[config.mk]
export PLATFORM = sky130hd
export DESIGN_NAME = bcd_alu_sequencer
export DESIGN_NICKNAME = d
export VERILOG_FILES = /design/src/rtl/bcd_alu_sequencer.sv
export SDC_FILE = /design/constraint.sdc
export NUM_CORES = 1
export LEC_CHECK = 0
export ABC_AREA = 1
export CAP_MARGIN = 20
export CORE_AREA = 10 10 132 134
export CTS_BUF_LIST = sky130_fd_sc_hd__clkbuf_16
export CTS_CLUSTER_SIZE = 24
export DETAILED_ROUTE_END_ITERATION = 16
export DIE_AREA = 0 0 142 144
export GPL_TIMING_DRIVEN = 0
export SYNTH_ARGS = -nofsm -noshare
export SYNTH_HDL_FRONTEND = slang
export SYNTH_SLANG_ARGS = --single-unit
[constraint.sdc]
create_clock -name clk -period 4.15 [get_ports clk]
set_clock_uncertainty 0.1 [all_clocks]
set_input_delay 0.83 -clock clk [delete_from_list [all_inputs] [get_ports clk]]
set_output_delay 0.83 -clock clk [all_outputs]
set_load 0.02 [all_outputs]
[src/rtl/bcd_alu_sequencer.sv]
// Multi-cycle packed-BCD add/subtract/multiply engine built around one shared
// digit adder/subtractor; one digit is processed per clock.
module bcd_alu_sequencer #(
    parameter int DIGITS = 4
) (
    input  logic                  clk,
    input  logic                  rst,
    input  logic                  start,
    input  logic [4*DIGITS-1:0]   a_bcd,
    input  logic [4*DIGITS-1:0]   b_bcd,
    input  logic [1:0]            op,
    output logic                  busy,
    output logic                  done,
    output logic [4*DIGITS-1:0]   result_bcd,
    output logic                  overflow,
    output logic                  negative,
    output logic                  err
);

    localparam int IW = (DIGITS > 1) ? $clog2(DIGITS) : 1;
    localparam logic [IW-1:0] LAST = IW'(DIGITS - 1);

    typedef enum logic [2:0] {IDLE, ADDSUB, MUL_SHIFT, MUL_ADD, DONE} state_t;

    state_t                 state, state_nx;
    logic [DIGITS-1:0][3:0] a_reg, b_reg, acc;
    logic                   is_sub, is_mul, carry;
    logic [IW-1:0]          idx, bpos;
    logic [3:0]             rep;
    logic [3:0]             dx, dy, dout;
    logic                   cout;
    logic [4:0]             sum, diff;
    logic                   bad_in, swap;

    function automatic logic has_bad_digit(input logic [4*DIGITS-1:0] v);
        logic bad;
        bad = 1'b0;
        for (int i = 0; i < DIGITS; i++)
            if (v[i*4 +: 4] > 4'd9) bad = 1'b1;
        return bad;
    endfunction

    assign bad_in = (op == 2'b11) || has_bad_digit(a_bcd) || has_bad_digit(b_bcd);
    // Packed-BCD ordering matches binary ordering, so a plain compare decides the swap.
    assign swap   = (op == 2'b01) && (a_bcd < b_bcd);

    always_ff @(posedge clk) begin
        if (!rst) state <= IDLE;
        else      state <= state_nx;
    end

    // The error path spends one pass through ADDSUB (index preloaded to the last
    // digit, writes suppressed) so it reports after a single cycle of work.
    always_comb begin
        state_nx = state;
        case (state)
            IDLE:      if (start) state_nx = (op == 2'b10 && !bad_in) ? MUL_SHIFT : ADDSUB;
            ADDSUB:    if (idx == LAST) state_nx = DONE;
            MUL_SHIFT: begin
                if (b_reg[bpos] != 4'd0) state_nx = MUL_ADD;
                else if (bpos == '0)     state_nx = DONE;
            end
            MUL_ADD:   if (idx == LAST && rep == 4'd1) state_nx = (bpos == '0) ? DONE : MUL_SHIFT;
            DONE:      state_nx = IDLE;
            default:   state_nx = IDLE;
        endcase
    end

    always_comb begin
        busy = (state != IDLE);
        done = (state == DONE);
    end

    assign result_bcd = acc;

    always_comb begin
        dx   = is_mul ? acc[idx]   : a_reg[idx];
        dy   = is_mul ? a_reg[idx] : b_reg[idx];
        sum  = {1'b0, dx} + {1'b0, dy} + {4'b0, carry};
        diff = {1'b0, dx} - {1'b0, dy} - {4'b0, carry};
        dout = sum[3:0];
        cout = 1'b0;
        if (is_sub) begin
            if (diff[4]) begin
                dout = diff[3:0] + 4'd10;
                cout = 1'b1;
            end else begin
                dout = diff[3:0];
            end
        end else if (sum > 5'd9) begin
            dout = 4'(sum - 5'd10);
            cout = 1'b1;
        end
    end

    always_ff @(posedge clk) begin
        if (!rst) begin
            a_reg    <= '0;
            b_reg    <= '0;
            acc      <= '0;
            is_sub   <= 1'b0;
            is_mul   <= 1'b0;
            carry    <= 1'b0;
            idx      <= '0;
            bpos     <= '0;
            rep      <= '0;
            overflow <= 1'b0;
            negative <= 1'b0;
            err      <= 1'b0;
        end else begin
            case (state)
                IDLE: if (start) begin
                    a_reg    <= swap ? b_bcd : a_bcd;
                    b_reg    <= swap ? a_bcd : b_bcd;
                    is_sub   <= (op == 2'b01);
                    is_mul   <= (op == 2'b10) && !bad_in;
                    err      <= bad_in;
                    negative <= swap && !bad_in;
                    overflow <= 1'b0;
                    acc      <= '0;
                    carry    <= 1'b0;
                    idx      <= bad_in ? LAST : '0;
                    bpos     <= LAST;
                    rep      <= '0;
                end
                ADDSUB: begin
                    if (!err) begin
                        acc[idx] <= dout;
                        if (idx == LAST && cout && !is_sub) overflow <= 1'b1;
                    end
                    carry <= (idx == LAST) ? 1'b0 : cout;
                    idx   <= (idx == LAST) ? '0 : idx + 1'b1;
                end
                MUL_SHIFT: begin
                    if (acc[DIGITS-1] != 4'd0) overflow <= 1'b1;
                    acc   <= {acc[DIGITS-2:0], 4'h0};
                    rep   <= b_reg[bpos];
                    idx   <= '0;
                    carry <= 1'b0;
                    if (b_reg[bpos] == 4'd0 && bpos != '0) bpos <= bpos - 1'b1;
                end
                MUL_ADD: begin
                    acc[idx] <= dout;
                    if (idx == LAST) begin
                        if (cout) overflow <= 1'b1;
                        carry <= 1'b0;
                        idx   <= '0;
                        rep   <= rep - 1'b1;
                        if (rep == 4'd1 && bpos != '0) bpos <= bpos - 1'b1;
                    end else begin
                        carry <= cout;
                        idx   <= idx + 1'b1;
                    end
                end
                default: ;
            endcase
        end
    end

endmodule

Yosys cells after proc, flatten, opt, wreduce, memory -nomap -nowiden
Cells that the tools add are included.

operators by class
  add/subtract/negate cells = 9
  magnitude comparators = 13
  equal/unequal tests = 20
  muxes and demuxes = 61
  reductions and logical operators = 31

operators by type and width
  operator                                                                       number
  16-bit 2-to-1 mux                                                              4
  16-bit one-hot mux with 4 select lines                                         1
  4-bit 2-to-1 mux                                                               12
  4-bit binary-select mux with 2-bit select                                      4
  4-bit > comparator (second input constant)                                     8
  2-bit inequality test (second input constant)                                  10
  1-bit 2-to-1 mux                                                               18
  3-bit 2-to-1 mux                                                               6
  16-bit bitwise mux                                                             1
  16-bit less-than comparator                                                    1
  2-bit 2-to-1 mux                                                               8
  2-bit one-hot mux with 3 select lines                                          2
  3-bit one-hot mux with 4 select lines                                          1
  4-bit one-hot mux with 3 select lines                                          1
  4-bit nonzero test                                                             3
  1-bit logical AND                                                              9
  3-bit nonzero test                                                             3
  4-bit demux with 2-bit select                                                  1
  7-bit AND reduction                                                            1
  2-bit equality test (second input constant)                                    3
  3-bit by 2-bit equality test with 1-bit output (second input constant)         2
  2-bit by 3-bit less-than comparator with 1-bit output (second input constant)  2
  3-bit AND reduction                                                            2
  4-bit by 4-bit adder with 5-bit output                                         1
  other kinds (27)                                                               30

word-level totals
  register bits = 65
  input bits = 37
  output and inout bits = 21

Depth between registers and ports, before layout
Gate-level depths: netlist of the first run.

  word-level depth = 13
  gate-level depth with buffers = 25
  gate-level depth less buffers = 23

Least setup slack after synthesis of the first run
OpenSTA, ideal clock, no wires.

  path type = register -> register
  from = register idx[0]
  to = register overflow
  setup time = 115 ps
  arrival = 3283 ps
  slack = 653 ps
  stages on the path, launching flop included = 20
  buffers on the path = 2
  period minus slack after synthesis = 3497 ps
  path through = dfxtp_1 > buf_4 > clkbuf_1 > nand2_1 > a32o_1 > o21ai_0 > fa_1 > inv_1 > fa_1 > xnor2_1 > ha_1 > inv_1 > a21oi_1 > a21oi_1 > nand3_2 > nand2_2 > o21ai_0 > nand2_1 > nand3_1 > a21oi_2

on the way
  word-level cells in the longest chain between the ends = 12

RTL lines
  what                                                          RTL line  source
  from (decl)                                                   28        logic [IW-1:0] idx, bpos;
  from (signal assigned)                                        122       idx <= bad_in ? LAST : '0;
  from (signal assigned)                                        132       idx <= (idx == LAST) ? '0 : idx + 1'b1;
  from (signal assigned)                                        152       idx <= idx + 1'b1;
  4-bit binary-select mux with 2-bit select (on tied branches)  77, 78
  4-bit 2-to-1 mux (on tied branches) (2 in a row)              77, 78
  4-bit by 4-bit adder with 5-bit output                        79        sum = {1'b0, dx} + {1'b0, dy} + {4'b0, carry};
  5-bit by 1-bit adder with 5-bit output                        79
  5-bit by 4-bit > comparator with 1-bit output                 90        end else if (sum > 5'd9) begin
  1-bit 2-to-1 mux                                              90
  1-bit 2-to-1 mux                                              83        if (is_sub) begin
  1-bit logical AND (2 in a row)                                129       if (idx == LAST && cout && !is_sub) overflow <= 1'b1;
  2-bit inequality test (no line)                               n/a
  7-bit AND reduction (no line) *                               n/a
  to (signal assigned)                                          129
  to (signal assigned)                                          135       if (acc[DIGITS-1] != 4'd0) overflow <= 1'b1;
  to (signal assigned)                                          145       if (cout) overflow <= 1'b1;
  to (decl)                                                     15        output logic overflow,

Mark *: on every way between the ends. The rest lies on a longest branch, timed or not. The select of a mux whose other input is x is not followed.
A chain may end at the register's enable or synchronous reset.

Worst setup path after layout of the first run
  from = register idx[0]
  to = register acc (netlist bit result_bcd[15])

on the way
  word-level cells in the longest chain between the ends = 11

RTL lines
  what                                                                                                          RTL line  source
  4-bit binary-select mux with 2-bit select (on tied branches)                                                  77, 78
  4-bit 2-to-1 mux (on tied branches) (2 in a row)                                                              77, 78
  4-bit by 4-bit adder with 5-bit output / 4-bit by 4-bit subtractor with 5-bit output (equally long branches)  79, 80
  5-bit by 1-bit adder with 5-bit output / 5-bit by 1-bit subtractor with 5-bit output (equally long branches)  79, 80
  4-bit subtractor (tied with other cells)                                                                      91        dout = 4'(sum - 5'd10);
  4-bit 2-to-1 mux (on tied branches)                                                                           90, 84
  4-bit 2-to-1 mux                                                                                              83
  16-bit bitwise mux *                                                                                          128, 143
  16-bit 2-to-1 mux                                                                                             127       if (!err) begin
  16-bit one-hot mux with 4 select lines *                                                                      111       case (state)
  to (signal, indexed assignment)                                                                               128       acc[idx] <= dout;
  to (signal assigned)                                                                                          136       acc <= {acc[DIGITS-2:0], 4'h0};
  to (signal, indexed assignment)                                                                               143       acc[idx] <= dout;
  to (decl)                                                                                                     26        logic [DIGITS-1:0][3:0] a_reg, b_reg, acc;

Marked as above.

==> results.ini, run 1 <==
[clock_network]
clk_pin_slew_ns = 0.06
clock-sinks = 65
ctsRootBufferMaster = clkbuf_16
numCtsBuffers = 9
clockBufferDepth = 2
ctsHoldBuffers = 0
clock_latency_ns = 0.34
cts_setup_buffers = 0
htree_levels = 3
cts_tree = built

[cells_and_area]
final_util_pct = 42.0
stdcell_area_um2 = 6240
drive_above_1_share_pct = 11.5
final_cells = 1035
antenna_cells = 0
regArea_um2 = 1300
n_fill_cell = 1631
area.growth.synth_to_final_pct = 22.1
multiInputGateArea_um2 = 3200
nets = 915

[worst_setup_path]
reg2reg_depth = 23
crit_type = flip-flop to flip-flop
crit_path_max_incr_delay_ns = 0.43
rrSetupSlack_ns = 0.32
slowest_stage = fa_1
cp.arrival_ns = 3.95
path_max_fanout = 10
crit_top_cell = nand2_1
r2r_end = result_bcd[15]
crit_chain = buf_4 > inv_2 > buf_2 > nand2_1 > a32o_1 > o21ai_1 > fa_1 > inv_1 > fa_1 > xnor2_2 > ha_1 > inv_1 > a21oi_1 > a21oi_1 > nand3_2 > nand2_2 > nand2_1 > nand2_1 > nand2_1 > nand2_1 > inv_2 > nand2_1 > a21oi_2
cp-end-kind = flip-flop
reg2reg_from = idx[0]
worstSetupStartpointType = flip-flop
crit_required_ns = 4.27

[floorplan]
die_w_um = 142
dieArea_um2 = 20400
initial_utilization_pct = 34.4
core-area_um2 = 14900
die_h_um = 144
ios = 58
rows = 45

[synthesis]
yosys.area.top_type = dfxtp_1
synth_nets = 847
ys_ff_latch = 65
netlist_instances = 774
synth.avg_cell_area_um2 = 6.60
ys_types = 43
post-synth-top-area-fraction_pct = 25.5
ys_async_sr_fraction_pct = 0
synth_area_um2 = 5110
synth-edff-count = 0
synth_area_leaders = dfxtp_1 (25%), nand2_1 (14%), ha_1 (7.8%), a21oi_1 (6.9%), nand3_1 (6.7%)
yosysSeqAreaShare_pct = 25.5
yosys_warnings = 0
yosys_most_used_dff = dfxtp_1

[global_routing]
overflow = 0
grt_usage_pct = 15.8
grt_pass1_vias = 5110
grt_max_degree = 12
antenna_found_initial = 0
grt_pass1_wl_mm = 26.2

[route]
drtIter0Drc = 450
vias_per_cell = 5.22
wl_mm = 16.1
ant_nets = 0
drc = 0
firstDrtPassIters = 5
via_count = 5404
wire_per_inst_um = 15.5

[sta]
relSlewSlack_pct = 62.1
final_max_slew_viol_count = 0
rsz0062_at_grt = false
clock.fmax_ghz = 0.261
hold_viol = 0
setup_viol = 0
period_share_pct = 92.2
worst_pin_slew_ns = 0.569
tns_ns = 0
period_minus_slack_ns = 3.83

[power]
power.density_nw_per_um2 = 686
irDropWorstVdd_uv = 307
leakage_uw = 0.00270

[place]
hpwlAfterDp_mm = 12.8
dp.cells = 1019
dpl_cell_area_um2 = 5910
io_buffers = 57
gp_congestion = 0.854

[run_status]
status = complete, no violations

[worst_hold_path]
min-delay-start = a_reg[0]
min_to = a_reg[0]
hp-class = flip-flop to flip-flop
holdPathStages = 2

[flow_run]
maxCapViolCount = 0

[Yosys cell counts (13+ instances only)]
master and number:
o21ai_0 47, nand2_1 195, nor2_1 29, buf_2 15
clkbuf_1 13, dfxtp_1 65, inv_2 13, ha_1 32
a21oi_1 70, nand3_1 68, inv_1 87, nand4_1 35
[where the power goes]
group / total (uW) / leakage, uW / switching [uW] / internal [uW]
registers: 900 / 0.000534 / 140 / 760
logic: 2570 / 0.00201 / 1640 / 936
clock network: 806 / 0.000158 / 286 / 520
[timing repair]
action | CTS | global route
endpoints found under the hold margin | 0 | 0
cloned | 0 | 0
resized for setup | 1 | 10
setup endpoints to repair | 8 | 14
[cells by family after synthesis]
logic type	after synthesis	share of synthesized area, %
fa+ha+maj	36	9.41
flops	65	25.5
xor+xnor	2	0.343
buf+inv	139	11.9
simple gates	367	33.8
compound gates	165	19.0
[worst max-delay path: cells and delay by family (launching register included)]
family / cells / cell delay (ns)
simple gates: 8 / 0.67
fa+ha+maj: 3 / 0.91
xor+xnor: 1 / 0.19
flops: 1 / 0.33
buf+inv: 6 / 0.78
compound gates: 5 / 0.74
[routing by layer]
layer,vias to the layer above,track usage [%],share of wire (%)
li1,2745,-,-
met1,2468,20.1,45
met2,167,25.8,47
met3,24,2.89,6.2
met4,0,6.08,2.2
met5,-,0,0
[through the flow]
stage               power (uW)  hold WS, ns  setup slack, ns
floorplan                 2770        0.344            0.653
global placement          3440        0.355          -0.0583
detailed placement        3460        0.354          -0.0733
CTS                       4270        0.364          0.00562
global route              4690        0.380          0.00103
finish                    4280        0.364            0.325
[cell usage in the layout (no fill, tap or decap), drive strengths merged, types with 2 or more instances in the layout]
master,n
ha,32
a221oi,9
nor3b,2
a31oi,3
o22ai,8
fa,4
bufinv,2
clkbuf,22
o21ai,51
nand3,72
xnor2,2
nor2,38
nand4,35
a211oi,6
inv,103
buf,24
dfxtp,65
nor3,7
clkinv,4
nor4,3
o211ai,2
a32o,3
a21oi,78
clkdlybuf4s50,57
nand2,209
[worst max path at each step]
| stage | from | endpoint | slack (ns) | cells after the start |
|---|---|---|---|---|
| after detailed placement | idx[0] | overflow | -0.07 | 19 |
| after global routing | idx[0] | result_bcd[3] | 0.001 | 23 |
| after CTS | idx[1] | overflow | 0.006 | 18 |
| after floorplan | idx[0] | overflow | 0.65 | 19 |
| after global placement | idx[0] | overflow | -0.06 | 19 |
| final | idx[0] | result_bcd[15] | 0.32 | 23 |
[final cells by class]
cell class / instances / share of cell area (%)
Multi-Input combinational cell: 570 / 51.4
Sequential cell: 65 / 20.9
Timing Repair Buffer: 57 / 9.15
Inverter: 102 / 6.22
Tap cell: 188 / 3.77
Buffer: 37 / 3.63
Clock buffer: 9 / 3.61
Clock inverter: 7 / 1.38
No activity file was read; power rests on OpenSTA's default activity.
==> run 2: changes to the inputs <==
--- a/config.mk
+++ b/config.mk
@@ -13,6 +13,7 @@
 export DETAILED_ROUTE_END_ITERATION = 16
 export DIE_AREA = 0 0 142 144
 export GPL_TIMING_DRIVEN = 0
+export PLACE_DENSITY = 0.63
 export SYNTH_ARGS = -nofsm -noshare
 export SYNTH_HDL_FRONTEND = slang
 export SYNTH_SLANG_ARGS = --single-unit
==> results.ini, run 2 (same netlist as run 1, synthesis figures left out) <==
[run_status]
status = complete, no violations

[worst_setup_path]
cp-end-kind = flip-flop
slowest_stage = fa_1
crit_required_ns = 4.27  ; about the same
crit_chain = buf_4 > inv_2 > buf_2 > a21oi_1 > o21ai_0 > nand2_1 > nand2_1 > o21ai_2 > fa_1 > inv_1 > fa_1 > ha_1 > inv_1 > a21oi_1 > a21oi_1 > nand3_2 > nand2_2 > nand2_1 > nand2_1 > nand2_1 > nand2_1 > inv_2 > nand2_1 > a21oi_2
crit_path_max_incr_delay_ns = 0.48  ; +0.05 ns
crit_buf_inv = 6  ; unchanged
crit_top_cell = nand2_1
critPathTopFamily = adder cells
worstSetupStartpointType = flip-flop
crit_type = flip-flop to flip-flop
path_max_fanout = 11  ; +1
cp.arrival_ns = 3.87  ; -0.08 ns

[sta]
relSlewSlack_pct = 62.1  ; about the same
hold_viol = 0  ; unchanged
postLayoutSetupSlackWorst_ns = 0.399  ; +0.0741 ns
final_max_slew_viol_count = 0  ; unchanged
period_share_pct = 90.4  ; -1.8 points
tns_ns = 0  ; unchanged
period_minus_slack_ns = 3.75  ; -0.0741 ns
clock.fmax_ghz = 0.267  ; +2.0%
setup_viol = 0  ; unchanged
whs_ns = 0.364  ; +0.000591 ns
worst_pin_slew_ns = 0.569  ; +0.0000326 ns
rsz0062_at_grt = false

[global_routing]
overflow = 0  ; unchanged
grt_max_degree = 12  ; unchanged
antenna_found_initial = 0  ; unchanged
grt_pass1_wl_mm = 26.3  ; +0.55%
grt_usage_pct = 15.7  ; -0.14 points
grt_pass1_vias = 5195  ; +1.7%

[place]
dp.cells = 1019  ; unchanged
hpwlAfterDp_mm = 12.6  ; -0.84%
dpl_cell_area_um2 = 5910  ; unchanged
io_buffers = 57  ; unchanged
gp_congestion = 0.907  ; +6.1%
pre_cts_ws_ns = -0.0838  ; -0.0105 ns

[route]
via_count = 5369  ; -0.65%
vias_per_cell = 5.19  ; -0.65%
ant_nets = 0  ; unchanged
wl_mm = 16.0  ; -0.67%
drc = 0  ; unchanged
drtIter0Drc = 494  ; +9.8%
wl_met2_mm = 7.71  ; +2.1%
wl_met1_mm = 7.22  ; +0.61%
firstDrtPassIters = 6  ; +1
wire_per_inst_um = 15.4  ; -0.67%
met3WireLength_um = 877  ; -12%
top_layer = met4

[cells_and_area]
regArea_um2 = 1300  ; unchanged
n_fill_cell = 1625  ; -0.37%
layout.cells.most_common = nand2_1
multiInputGateArea_um2 = 3210  ; +0.12%
final_cell_mix = nand2_1 (195), inv_1 (87), a21oi_1 (70)
stdcell_area_um2 = 6240  ; about the same
drive_above_1_share_pct = 11.6  ; +0.12 points
nets = 915  ; unchanged
area.growth.synth_to_final_pct = 22.2  ; about the same
antenna_cells = 0  ; unchanged
final_cells = 1035  ; unchanged

[floorplan]
die_w_um = 142  ; unchanged
dieArea_um2 = 20400  ; unchanged
rows = 45  ; unchanged
core-area_um2 = 14900  ; unchanged
die_h_um = 144  ; unchanged
initial_utilization_pct = 34.4  ; unchanged
ios = 58  ; unchanged

[power]
leakage_uw = 0.00270  ; -0.26%
irDropWorstVdd_uv = 288  ; -6.2%
power.density_nw_per_um2 = 685  ; about the same

[clock_network]
cts_tree = built
clockBufferDepth = 2  ; unchanged
clock-sinks = 65  ; unchanged
cts_setup_buffers = 0  ; unchanged
clk_pin_slew_ns = 0.06  ; about the same
clock_latency_ns = 0.33  ; about the same
htree_levels = 3  ; unchanged
ctsHoldBuffers = 0  ; unchanged
ctsRootBufferMaster = clkbuf_16
numCtsBuffers = 9  ; unchanged

[flow_run]
maxCapViolCount = 0  ; unchanged

[worst_hold_path]
hp-class = flip-flop to flip-flop

run 2: cell count changes in the layout (fill, tap and decap cells not counted):
cell and change:
clkinv_1 +1, inv_1 -1, clkinvlp_4 +1, o21ai_2 +1, clkinv_4 -1, buf_2 +1
o21ai_1 -1, clkbuf_2 -1
run 2: area by class of cell:
cell class,instances,area share (%)
Multi-Input combinational cell,570,51.4
Sequential cell,65,20.9
Timing Repair Buffer,57,9.15
Inverter,102,6.22
Tap cell,188,3.77
Buffer,37,3.63
Clock buffer,9,3.61
Clock inverter,7,1.36
run 2: what timing repair did:
item                       in CTS  in global routing
setup endpoints to repair       9                 14
hold endpoints to repair        0                  0
gates cloned                    0                  0
gates resized for setup         2                 11
run 2: metal layers:
layer,track usage (%),vias up
met1,19.9,2481
met4,3.98,0
met3,2.59,10
li1,-,2739
met5,0,-
met2,26.7,139
run 2: worst paths after layout:
| check | from | endpoint | slack, ns | cells past startpoint |
|---|---|---|---|---|
| min reg2reg | a_reg[13] | a_reg[13] | 0.36 | 2 |
| max | idx[0] | result_bcd[11] | 0.40 | 24 |
| max reg2reg | idx[0] | result_bcd[11] | 0.40 | 24 |
| min | a_reg[13] | a_reg[13] | 0.36 | 2 |
run 2: worst reg2reg max path, cell delays in order, from the launching register on:
cell and delay [ns]:
dfxtp_1 0.33, buf_4 0.17, inv_2 0.14, buf_2 0.26
a21oi_1 0.09, o21ai_0 0.08, nand2_1 0.09, nand2_1 0.08
o21ai_2 0.08, fa_1 0.44, inv_1 0.09, fa_1 0.48
ha_1 0.25, inv_1 0.08, a21oi_1 0.05, a21oi_1 0.16
nand3_2 0.10, nand2_2 0.13, nand2_1 0.06, nand2_1 0.05
nand2_1 0.04, nand2_1 0.13, inv_2 0.07, nand2_1 0.07
a21oi_2 0.05
run 2: stage by stage:
stage / util (%) / total power (uW)
final: 42.0 / 4280
after global routing: 42.0 / 4700
after CTS: 41.9 / 4270
after detailed placement: 39.8 / 3460
after global placement: 39.8 / 3420
after floorplan: - / 2770
run 2: power breakdown:
part / switching (uW) / total, uW / internal, uW
sequential: 144 / 904 / 760
clock: 280 / 799 / 519
combinational: 1640 / 2570 / 938
